==> src/rtl/frame_renderer.sv <==
// frame_renderer: once per frame tick, erases the previous dino/obstacle
// rectangles and redraws ground, dino and obstacle on a 160x120 pixel
// adapter, one registered pixel write per cycle.
// Optional feature macro: RENDER_CLEAR_SCREEN_EN (first frame after reset
// clears the whole screen instead of skipping the erase passes).
module frame_renderer #(
  parameter int          CLOCK_FREQUENCY = 25000000,
  parameter int          FRAME_RATE      = 60,
  parameter int          GROUND_Y        = 100,
  parameter int          DINO_X          = 20,
  parameter int          DINO_W          = 8,
  parameter int          DINO_H          = 10,
  parameter int          OBS_W           = 6,
  parameter int          OBS_H           = 8,
  parameter logic [2:0]  BG_COLOUR       = 3'b000,
  parameter logic [2:0]  DINO_COLOUR     = 3'b111,
  parameter logic [2:0]  OBS_COLOUR      = 3'b100,
  parameter logic [2:0]  GROUND_COLOUR   = 3'b010
) (
  input  logic        Clock,
  input  logic        reset,
  input  logic        render_en,
  input  logic [15:0] height,
  input  logic [7:0]  obs_x,
  input  logic        obs_valid,
  output logic [7:0]  x,
  output logic [6:0]  y,
  output logic [2:0]  colour,
  output logic        writeEn,
  output logic        busy,
  output logic        frame_done
);

  localparam int         FRAME_DIV    = CLOCK_FREQUENCY / FRAME_RATE;
  localparam int         SCREEN_W     = 160;
  localparam int         SCREEN_H     = 120;
  localparam int         DINO_TOP_MAX = GROUND_Y - DINO_H;
  localparam logic [6:0] OBS_TOP      = 7'(GROUND_Y - OBS_H);

  typedef enum logic [3:0] {
    IDLE,
    LATCH,
    ERASE_DINO,
    ERASE_OBS,
    DRAW_GND,
    DRAW_DINO,
    DRAW_OBS,
    DONE
`ifdef RENDER_CLEAR_SCREEN_EN
    , CLEAR_ALL
`endif
  } state_t;

  state_t      state_q, state_d;
  logic [31:0] cnt_q, cnt_d;
  logic [7:0]  px_q, px_d;
  logic [6:0]  py_q, py_d;
  logic        first_q, first_d;
  logic [6:0]  cur_top_q, cur_top_d;
  logic [7:0]  cur_ox_q, cur_ox_d;
  logic        cur_ov_q, cur_ov_d;
  logic [6:0]  prev_top_q, prev_top_d;
  logic [7:0]  prev_ox_q, prev_ox_d;
  logic        prev_ov_q, prev_ov_d;
  logic [7:0]  x_q, x_d;
  logic [6:0]  y_q, y_d;
  logic [2:0]  colour_q, colour_d;
  logic        write_en_q, write_en_d;
  logic        busy_q, busy_d;
  logic        frame_done_q, frame_done_d;

  // Rectangle currently being scanned and the state that follows it
  logic       in_rect;
  logic [7:0] rect_x;
  logic [6:0] rect_y;
  logic [7:0] rect_w;
  logic [6:0] rect_h;
  logic [2:0] rect_col;
  state_t     rect_next;

  logic       tick;
  logic [6:0] hc;
  logic [8:0] col;
  logic [6:0] row;

  // Clamp requested height so the dino never leaves the top of the screen
  always_comb begin
    if (height > 16'(DINO_TOP_MAX)) hc = 7'(DINO_TOP_MAX);
    else                            hc = height[6:0];
  end

  // Per-state rectangle geometry; skipped passes are folded into rect_next
  always_comb begin
    in_rect   = 1'b0;
    rect_x    = '0;
    rect_y    = '0;
    rect_w    = 8'd1;
    rect_h    = 7'd1;
    rect_col  = BG_COLOUR;
    rect_next = DONE;
    case (state_q)
      ERASE_DINO: begin
        in_rect   = 1'b1;
        rect_x    = 8'(DINO_X);
        rect_y    = prev_top_q;
        rect_w    = 8'(DINO_W);
        rect_h    = 7'(DINO_H);
        rect_col  = BG_COLOUR;
        rect_next = prev_ov_q ? ERASE_OBS : DRAW_GND;
      end
      ERASE_OBS: begin
        in_rect   = 1'b1;
        rect_x    = prev_ox_q;
        rect_y    = OBS_TOP;
        rect_w    = 8'(OBS_W);
        rect_h    = 7'(OBS_H);
        rect_col  = BG_COLOUR;
        rect_next = DRAW_GND;
      end
      DRAW_GND: begin
        in_rect   = 1'b1;
        rect_x    = '0;
        rect_y    = 7'(GROUND_Y);
        rect_w    = 8'(SCREEN_W);
        rect_h    = 7'd1;
        rect_col  = GROUND_COLOUR;
        rect_next = DRAW_DINO;
      end
      DRAW_DINO: begin
        in_rect   = 1'b1;
        rect_x    = 8'(DINO_X);
        rect_y    = cur_top_q;
        rect_w    = 8'(DINO_W);
        rect_h    = 7'(DINO_H);
        rect_col  = DINO_COLOUR;
        rect_next = cur_ov_q ? DRAW_OBS : DONE;
      end
      DRAW_OBS: begin
        in_rect   = 1'b1;
        rect_x    = cur_ox_q;
        rect_y    = OBS_TOP;
        rect_w    = 8'(OBS_W);
        rect_h    = 7'(OBS_H);
        rect_col  = OBS_COLOUR;
        rect_next = DONE;
      end
`ifdef RENDER_CLEAR_SCREEN_EN
      CLEAR_ALL: begin
        in_rect   = 1'b1;
        rect_x    = '0;
        rect_y    = '0;
        rect_w    = 8'(SCREEN_W);
        rect_h    = 7'(SCREEN_H);
        rect_col  = BG_COLOUR;
        rect_next = DRAW_GND;
      end
`endif
      default: ;
    endcase
  end

  // Frame tick counter, FSM sequencing and pixel generation
  always_comb begin
    state_d      = state_q;
    px_d         = px_q;
    py_d         = py_q;
    first_d      = first_q;
    cur_top_d    = cur_top_q;
    cur_ox_d     = cur_ox_q;
    cur_ov_d     = cur_ov_q;
    prev_top_d   = prev_top_q;
    prev_ox_d    = prev_ox_q;
    prev_ov_d    = prev_ov_q;
    x_d          = x_q;
    y_d          = y_q;
    colour_d     = colour_q;
    write_en_d   = 1'b0;

    tick  = (cnt_q == 32'(FRAME_DIV - 1));
    cnt_d = tick ? '0 : cnt_q + 32'd1;

    // 9-bit column so an obstacle near the right edge clips instead of wrapping
    col = {1'b0, rect_x} + {1'b0, px_q};
    row = rect_y + py_q;

    case (state_q)
      IDLE: begin
        if (tick && render_en) state_d = LATCH;
      end
      LATCH: begin
        cur_top_d = 7'(DINO_TOP_MAX) - hc;
        cur_ox_d  = obs_x;
        cur_ov_d  = obs_valid;
        px_d      = '0;
        py_d      = '0;
        if (first_q) begin
`ifdef RENDER_CLEAR_SCREEN_EN
          state_d = CLEAR_ALL;
`else
          state_d = DRAW_GND;
`endif
        end else begin
          state_d = ERASE_DINO;
        end
      end
      DONE: begin
        prev_top_d = cur_top_q;
        prev_ox_d  = cur_ox_q;
        prev_ov_d  = cur_ov_q;
        first_d    = 1'b0;
        state_d    = IDLE;
      end
      default: begin
        if (in_rect) begin
          if (col <= 9'(SCREEN_W - 1)) begin
            write_en_d = 1'b1;
            x_d        = col[7:0];
            y_d        = row;
            colour_d   = rect_col;
          end
          if (px_q == rect_w - 8'd1) begin
            px_d = '0;
            if (py_q == rect_h - 7'd1) begin
              py_d    = '0;
              state_d = rect_next;
            end else begin
              py_d = py_q + 7'd1;
            end
          end else begin
            px_d = px_q + 8'd1;
          end
        end else begin
          state_d = IDLE;
        end
      end
    endcase

    busy_d       = (state_d != IDLE);
    frame_done_d = (state_d == DONE);
  end

  // State and output registers with synchronous reset
  always_ff @(posedge Clock) begin
    if (reset) begin
      state_q      <= IDLE;
      cnt_q        <= '0;
      px_q         <= '0;
      py_q         <= '0;
      first_q      <= 1'b1;
      cur_top_q    <= '0;
      cur_ox_q     <= '0;
      cur_ov_q     <= 1'b0;
      prev_top_q   <= '0;
      prev_ox_q    <= '0;
      prev_ov_q    <= 1'b0;
      x_q          <= '0;
      y_q          <= '0;
      colour_q     <= '0;
      write_en_q   <= 1'b0;
      busy_q       <= 1'b0;
      frame_done_q <= 1'b0;
    end else begin
      state_q      <= state_d;
      cnt_q        <= cnt_d;
      px_q         <= px_d;
      py_q         <= py_d;
      first_q      <= first_d;
      cur_top_q    <= cur_top_d;
      cur_ox_q     <= cur_ox_d;
      cur_ov_q     <= cur_ov_d;
      prev_top_q   <= prev_top_d;
      prev_ox_q    <= prev_ox_d;
      prev_ov_q    <= prev_ov_d;
      x_q          <= x_d;
      y_q          <= y_d;
      colour_q     <= colour_d;
      write_en_q   <= write_en_d;
      busy_q       <= busy_d;
      frame_done_q <= frame_done_d;
    end
  end

  assign x          = x_q;
  assign y          = y_q;
  assign colour     = colour_q;
  assign writeEn    = write_en_q;
  assign busy       = busy_q;
  assign frame_done = frame_done_q;

endmodule

==> config.mk <==
export PLATFORM = sky130hd
export DESIGN_NAME = frame_renderer
export DESIGN_NICKNAME = d
export VERILOG_FILES = /design/src/rtl/frame_renderer.sv
export SDC_FILE = /design/constraint.sdc
export NUM_CORES = 1
export LEC_CHECK = 0
export BUFFER_PORTS_ARGS = -buffer_cell sky130_fd_sc_hd__buf_4
export CORE_MARGIN = 10
export CORE_UTILIZATION = 25
export CTS_BUF_LIST = sky130_fd_sc_hd__clkbuf_4 sky130_fd_sc_hd__clkbuf_8 sky130_fd_sc_hd__clkbuf_16
export DETAILED_ROUTE_END_ITERATION = 8
export GPL_ROUTABILITY_DRIVEN = 1
export SYNTH_ARGS = -nofsm -noshare
export SYNTH_HDL_FRONTEND = slang
export SYNTH_SLANG_ARGS = --single-unit
==> constraint.sdc <==
create_clock -name Clock -period 10.1 [get_ports Clock]
set_clock_uncertainty 0.05 [all_clocks]
set_input_delay 0.505 -clock Clock [delete_from_list [all_inputs] [get_ports Clock]]
set_output_delay 0.505 -clock Clock [all_outputs]
set_load 0.005 [all_outputs]
==> results.json, run 1 <==
{
  "synth_top_family_by_area": "simple AND/OR/NAND/NOR gates",
  "power_mw": 0.758,
  "antenna_cells": 0,
  "ys_top_cells_by_area": "dfxtp_1 38%, nor2_1 6.9%, nand2_1 6.0%",
  "rsz0062_at_grt": "no",
  "routedWlPerCell_um": 13.1,
  "insertion_delay_ps": 350,
  "cts_hold_buf": 0,
  "grt_usage_pct": 9.05,
  "syn_area_um2": 5590,
  "cts_tree": "yes",
  "p_sw_mw": 0.165,
  "crit_arrival_ps": 4420,
  "p_int_mw": 0.593,
  "ir_worst_vdd_uv": 68.7,
  "dp_hpwl_mm": 9.76,
  "yosysMostFrequentCell": "dfxtp_1",
  "hold_path_depth": 3,
  "avgSynthCellArea_um2": 8.09,
  "p_leak_nw": 2.28,
  "synthesis.nets": 740,
  "synth_seq_area_share_pct": 37.6,
  "final_util_pct": 29.4,
  "critical_path_class": "reg2reg",
  "clk_pin_slew_ps": 70,
  "cts_sinks": 105,
  "rr_worst_depth": 13,
  "p_clk_share_pct": 42.1,
  "setup_tns_ps": 0,
  "max_freq_ghz": 0.235,
  "synth_top_area_cell": "dfxtp_1",
  "synthCells": 691,
  "ys_async_sr_fraction_pct": 0,
  "worstMarginPinSlew_ps": 1020,
  "setup_ws_ps": 5840,
  "area_growth_pct": 15.2,
  "dr_total_vias": 4622,
  "start_util_pct": 25.5,
  "cp.required_ps": 10260,
  "gp_congestion": 0.804,
  "antenna_found_initial": 0,
  "yosys.area_share.simple_pct": 25.8,
  "comb_power_share_pct": 2.8,
  "drc": 0,
  "grt_overflow": 0,
  "placed_area_um2": 6170,
  "viasPerCell": 4.61,
  "firstDrtPassIters": 5,
  "drv_slew": 0,
  "htreeDepth": 3,
  "place_ws_ps": 5890,
  "cts_buffers": 9,
  "synth_compound_area_share_pct": 15.2,
  "hold_path_class": "in2reg",
  "die_h_um": 170,
  "ys_warn_count": 0,
  "synth_fa_ha_area_share_pct": 4.97,
  "synth_xor_area_share_pct": 8.59,
  "ys_seq_elements": 105,
  "synthDistinctLibCells": 62,
  "io_buffers": 48,
  "final_hold_viol_count": 0,
  "drive_gt1_share_pct": 11.6,
  "fin_crit_sh_pct": 42.2,
  "synth_edf_count": 0,
  "num_io_pins": 49,
  "die_w_um": 170,
  "cellPowerDensity_nw_per_um2": 118,
  "cts_resized": 0,
  "cap_violations": 0,
  "yosys-top-cells-count": "105 x dfxtp_1, 103 x nor2_1, 90 x nand2_1, 56 x a21oi_1, 33 x xor2_1",
  "cts_root_buf": "clkbuf_16",
  "fin_area_um2": 6440,
  "fin_crit_ps": 4260,
  "first_global_vias": 4360,
  "ant_nets": 0,
  "status": "complete, no violations",
  "wl_mm": 13.2,
  "synthFlopType": "dfxtp_1",
  "swShare_pct": 21.8,
  "synth.top_cell.area_share_pct": 37.6,
  "grt_pass1_wl_mm": 21.8,
  "grt_max_degree": 61,
  "core_um2": 21900,
  "end_kind": "flip-flop",
  "setup_viol": 0,
  "worst-path-max-fanout": 26,
  "nets": 768,
  "placementRows": 54,
  "synthMuxAreaShare_pct": 3.31,
  "max_slew_margin_pct": 31.6,
  "start_kind": "flip-flop",
  "drt-initial-drc-count": 328,
  "p_seq_share_pct": 55.0,
  "cts_setup_buffers": 0,
  "cts_max_path_buffers": 2,
  "fp.dieArea_um2": 28700
}
## flip-flops by register name, indices dropped and copies added (netlist names), 3 cells and up
name        count
cnt_q          32
colour          3
cur_ox_q        8
cur_top_q       7
prev_ox_q       8
prev_top_q      7
px_q            8
py_q            7
state_q         4
x               8
y               7
## power groups by stage
stage               Sequential (mW)  Combinational, mW  Clock [mW]
floorplan                     0.425             0.0119           0
global placement              0.427             0.0219           0
detailed placement            0.427             0.0220           0
CTS                           0.417             0.0221       0.327
global route                  0.417             0.0244       0.347
finish                        0.417             0.0216       0.319
## per-stage QoR
stage	instances	hold WS, ps
2_1_floorplan	691	382
3_3_place_gp	988	392
3_5_place_dp	988	397
4_1_cts	1003	350
5_1_grt	1003	354
6_report	1003	355
## worst paths after layout
kind | endpoint | startpoint | slack (ps)
max | colour[2] | state_q[0] | 5840
min | cur_ox_q[6] | obs_x[6] | 360
max reg2reg | colour[2] | state_q[0] | 5840
min reg2reg | prev_ox_q[7] | prev_ox_q[7] | 400
## critical path: stages (launching register included)
cell	delay, ps
dfxtp_1	920
inv_1	260
nor2_1	430
a22oi_1	160
nor2_1	190
ha_1	270
a21oi_1	210
o22ai_1	220
o41ai_1	350
xnor2_1	190
a221oi_4	240
buf_4	340
mux2i_1	230
nor2_1	50
## cells in the final DEF (no fill, tap or decap), drive strengths merged, types with 8 or more instances in the layout
master and n:
xor2 33, nor2 103, inv 22, xnor2 21, a22oi 8, a211oi 12
o21ai 18, nor3 16, a21oi 57, nand4 14, buf 51, nand3 25
nor4 12, nand2 90, dfxtp 105, ha 19, and3 8, nor2b 10
mux2i 17, nand2b 9, clkbuf 10
## kinds of logic (layout without fill, tap and decap cells)
family | count (synthesis) | in the layout
XOR/XNOR | 54 | 54
flip-flops | 105 | 105
multiplexers | 18 | 18
buffers and inverters | 56 | 88
other | 1 | 1
AO/OA/AOI/OAI | 129 | 129
adder cells (fa/ha/maj) | 21 | 21
AND/OR/NAND/NOR | 307 | 307
## per-layer routing
layer / vias up / wire, µm / GRT usage [%]
li1: 2433 / - / -
met4: 0 / 117 / 2.25
met3: 6 / 512 / 2.25
met2: 69 / 5950 / 14.2
met5: - / 0 / 0
met1: 2114 / 6600 / 12.1
## final cells by class
class | count | area [µm²]
clock buffers | 10 | 233
clock inverters | 5 | 33.8
fillers | 2376 | 15400
inverters | 22 | 82.6
multi-input cells | 530 | 3260
flip-flops and latches | 105 | 2100
well taps | 280 | 350
repair buffers | 51 | 383
Note: power is estimated with default switching activity, not from simulation.
==> run 2, diff against run 1 <==
Clock period 10.1 ns to 4.3 ns, I/O delays scaled along.
==> results.json, run 2 (same netlist as run 1, synthesis figures left out) <==
{
  "status": "complete, no violations",
  "setup_viol": 0,
  "setup_tns_ps": 0,
  "cts_setup_buffers": 0,
  "antenna_found_initial": 0,
  "grt_usage_pct": 9.15,
  "grt_pass1_wl_mm": 22.0,
  "first_global_vias": 4326,
  "cts_tree": "yes",
  "dp_hpwl_mm": 9.94,
  "grt_max_degree": 61,
  "htreeDepth": 3,
  "num_io_pins": 49,
  "drc": 0,
  "cts_hold_buf": 0,
  "grt_overflow": 0,
  "area_growth_pct": 16.2,
  "cts_buffers": 9,
  "start_kind": "flip-flop",
  "cp.required_ps": 4460,
  "insertion_delay_ps": 340,
  "r2r_start": "state_q[0]",
  "cts_root_buf": "clkbuf_16",
  "cellPowerDensity_nw_per_um2": 280,
  "largest_reg_flops": 32,
  "hold_path.startpoint": "obs_x[6]",
  "cts_sinks": 105,
  "cts_max_path_buffers": 2,
  "die_h_um": 170,
  "final_hold_viol_count": 0,
  "wl_mm": 13.3,
  "power_mw": 1.82,
  "ant_nets": 0,
  "critical_path_class": "reg2reg",
  "worstMarginPinSlew_ps": 1050,
  "path_common_cell": "nor2_1",
  "gp_congestion": 0.836,
  "cp_top_family": "compound AO/OA/AOI/OAI gates",
  "cp_num_buf_inv": 2,
  "fp.dieArea_um2": 28700,
  "ir_worst_vdd_uv": 208,
  "fin_crit_ps": 3580,
  "antenna_cells": 0,
  "clk_pin_slew_ps": 70,
  "end_kind": "flip-flop",
  "path_cells": "inv_1 -> nor2_1 -> a22oi_1 -> nor2_1 -> ha_1 -> a21oi_1 -> o22ai_1 -> o41ai_1 -> xnor2_1 -> a221oi_4 -> buf_4 -> mux2i_1 -> nor2_1",
  "routedWlPerCell_um": 13.2,
  "final_cell_mix": "105 x dfxtp_1, 103 x nor2_1, 90 x nand2_1",
  "slowest_stage": "dfxtp_1",
  "rsz0062_at_grt": "no",
  "die_w_um": 170,
  "drv_slew": 0,
  "p_leak_nw": 2.30,
  "drive_gt1_share_pct": 12.2,
  "layout_commonest_cell": "dfxtp_1",
  "cts_resized": 0,
  "dr_total_vias": 4648,
  "core_um2": 21900,
  "max_slew_margin_pct": 29.9,
  "start_util_pct": 25.5,
  "nets": 772,
  "placementRows": 54,
  "crit_arrival_ps": 3740,
  "firstDrtPassIters": 4,
  "top_register": "cnt_q",
  "io_buffers": 48,
  "startpoint": "state_q[0]",
  "viasPerCell": 4.61,
  "worst-path-max-fanout": 11,
  "fin_crit_sh_pct": 83.2,
  "cap_violations": 0,
  "max_freq_ghz": 0.280,
  "drt-initial-drc-count": 283,
  "cpPeakStageDelay_ps": 470,
  "hold_path_class": "in2reg"
}
## run 2: final cells by class
type,instances,area (µm²)
clock inverter,5,40.0
multi-input combinational,530,3260
tap,280,350
clock buffer,11,253
timing repair buffer,55,413
sequential,105,2100
inverter,22,82.6
fill,2389,15400
## run 2: path summary, 6_finish.rpt
path,end,slack (ps),cells past startpoint
max,y[5],720,13
min,cur_ox_q[6],70,3
max reg2reg,y[5],720,13
min reg2reg,prev_top_q[3],400,2
## run 2: metal layers
layer | vias to the layer above | track usage (%) | share of wire [%]
li1 | 2460 | - | -
met1 | 2126 | 12.5 | 51
met5 | - | 0 | 0
met3 | 8 | 2.06 | 3.3
met4 | 0 | 2.48 | 1.1
met2 | 54 | 14.2 | 45
## run 2: through the flow
step	worst slack [ps]	utilization [%]	instance area (µm²)	hold WS, ps	instances
2_1_floorplan	675	-	5590	243	691
3_3_place_gp	856	28.3	6200	393	992
3_5_place_dp	745	28.3	6200	395	992
4_1_cts	714	29.7	6500	52.3	1008
5_1_grt	240	29.7	6500	67.4	1008
6_report	723	29.7	6500	69.5	1008
## run 2: worst min-delay path, stage by stage
cell	delay (ps)
buf_4	110
nand2_1	40
a21oi_1	50
## run 2: where the power goes
group | internal, mW | switching [mW] | total, mW
Sequential | 0.975 | 0.00246 | 0.977
Clock | 0.426 | 0.360 | 0.786
Combinational | 0.0240 | 0.0305 | 0.0545
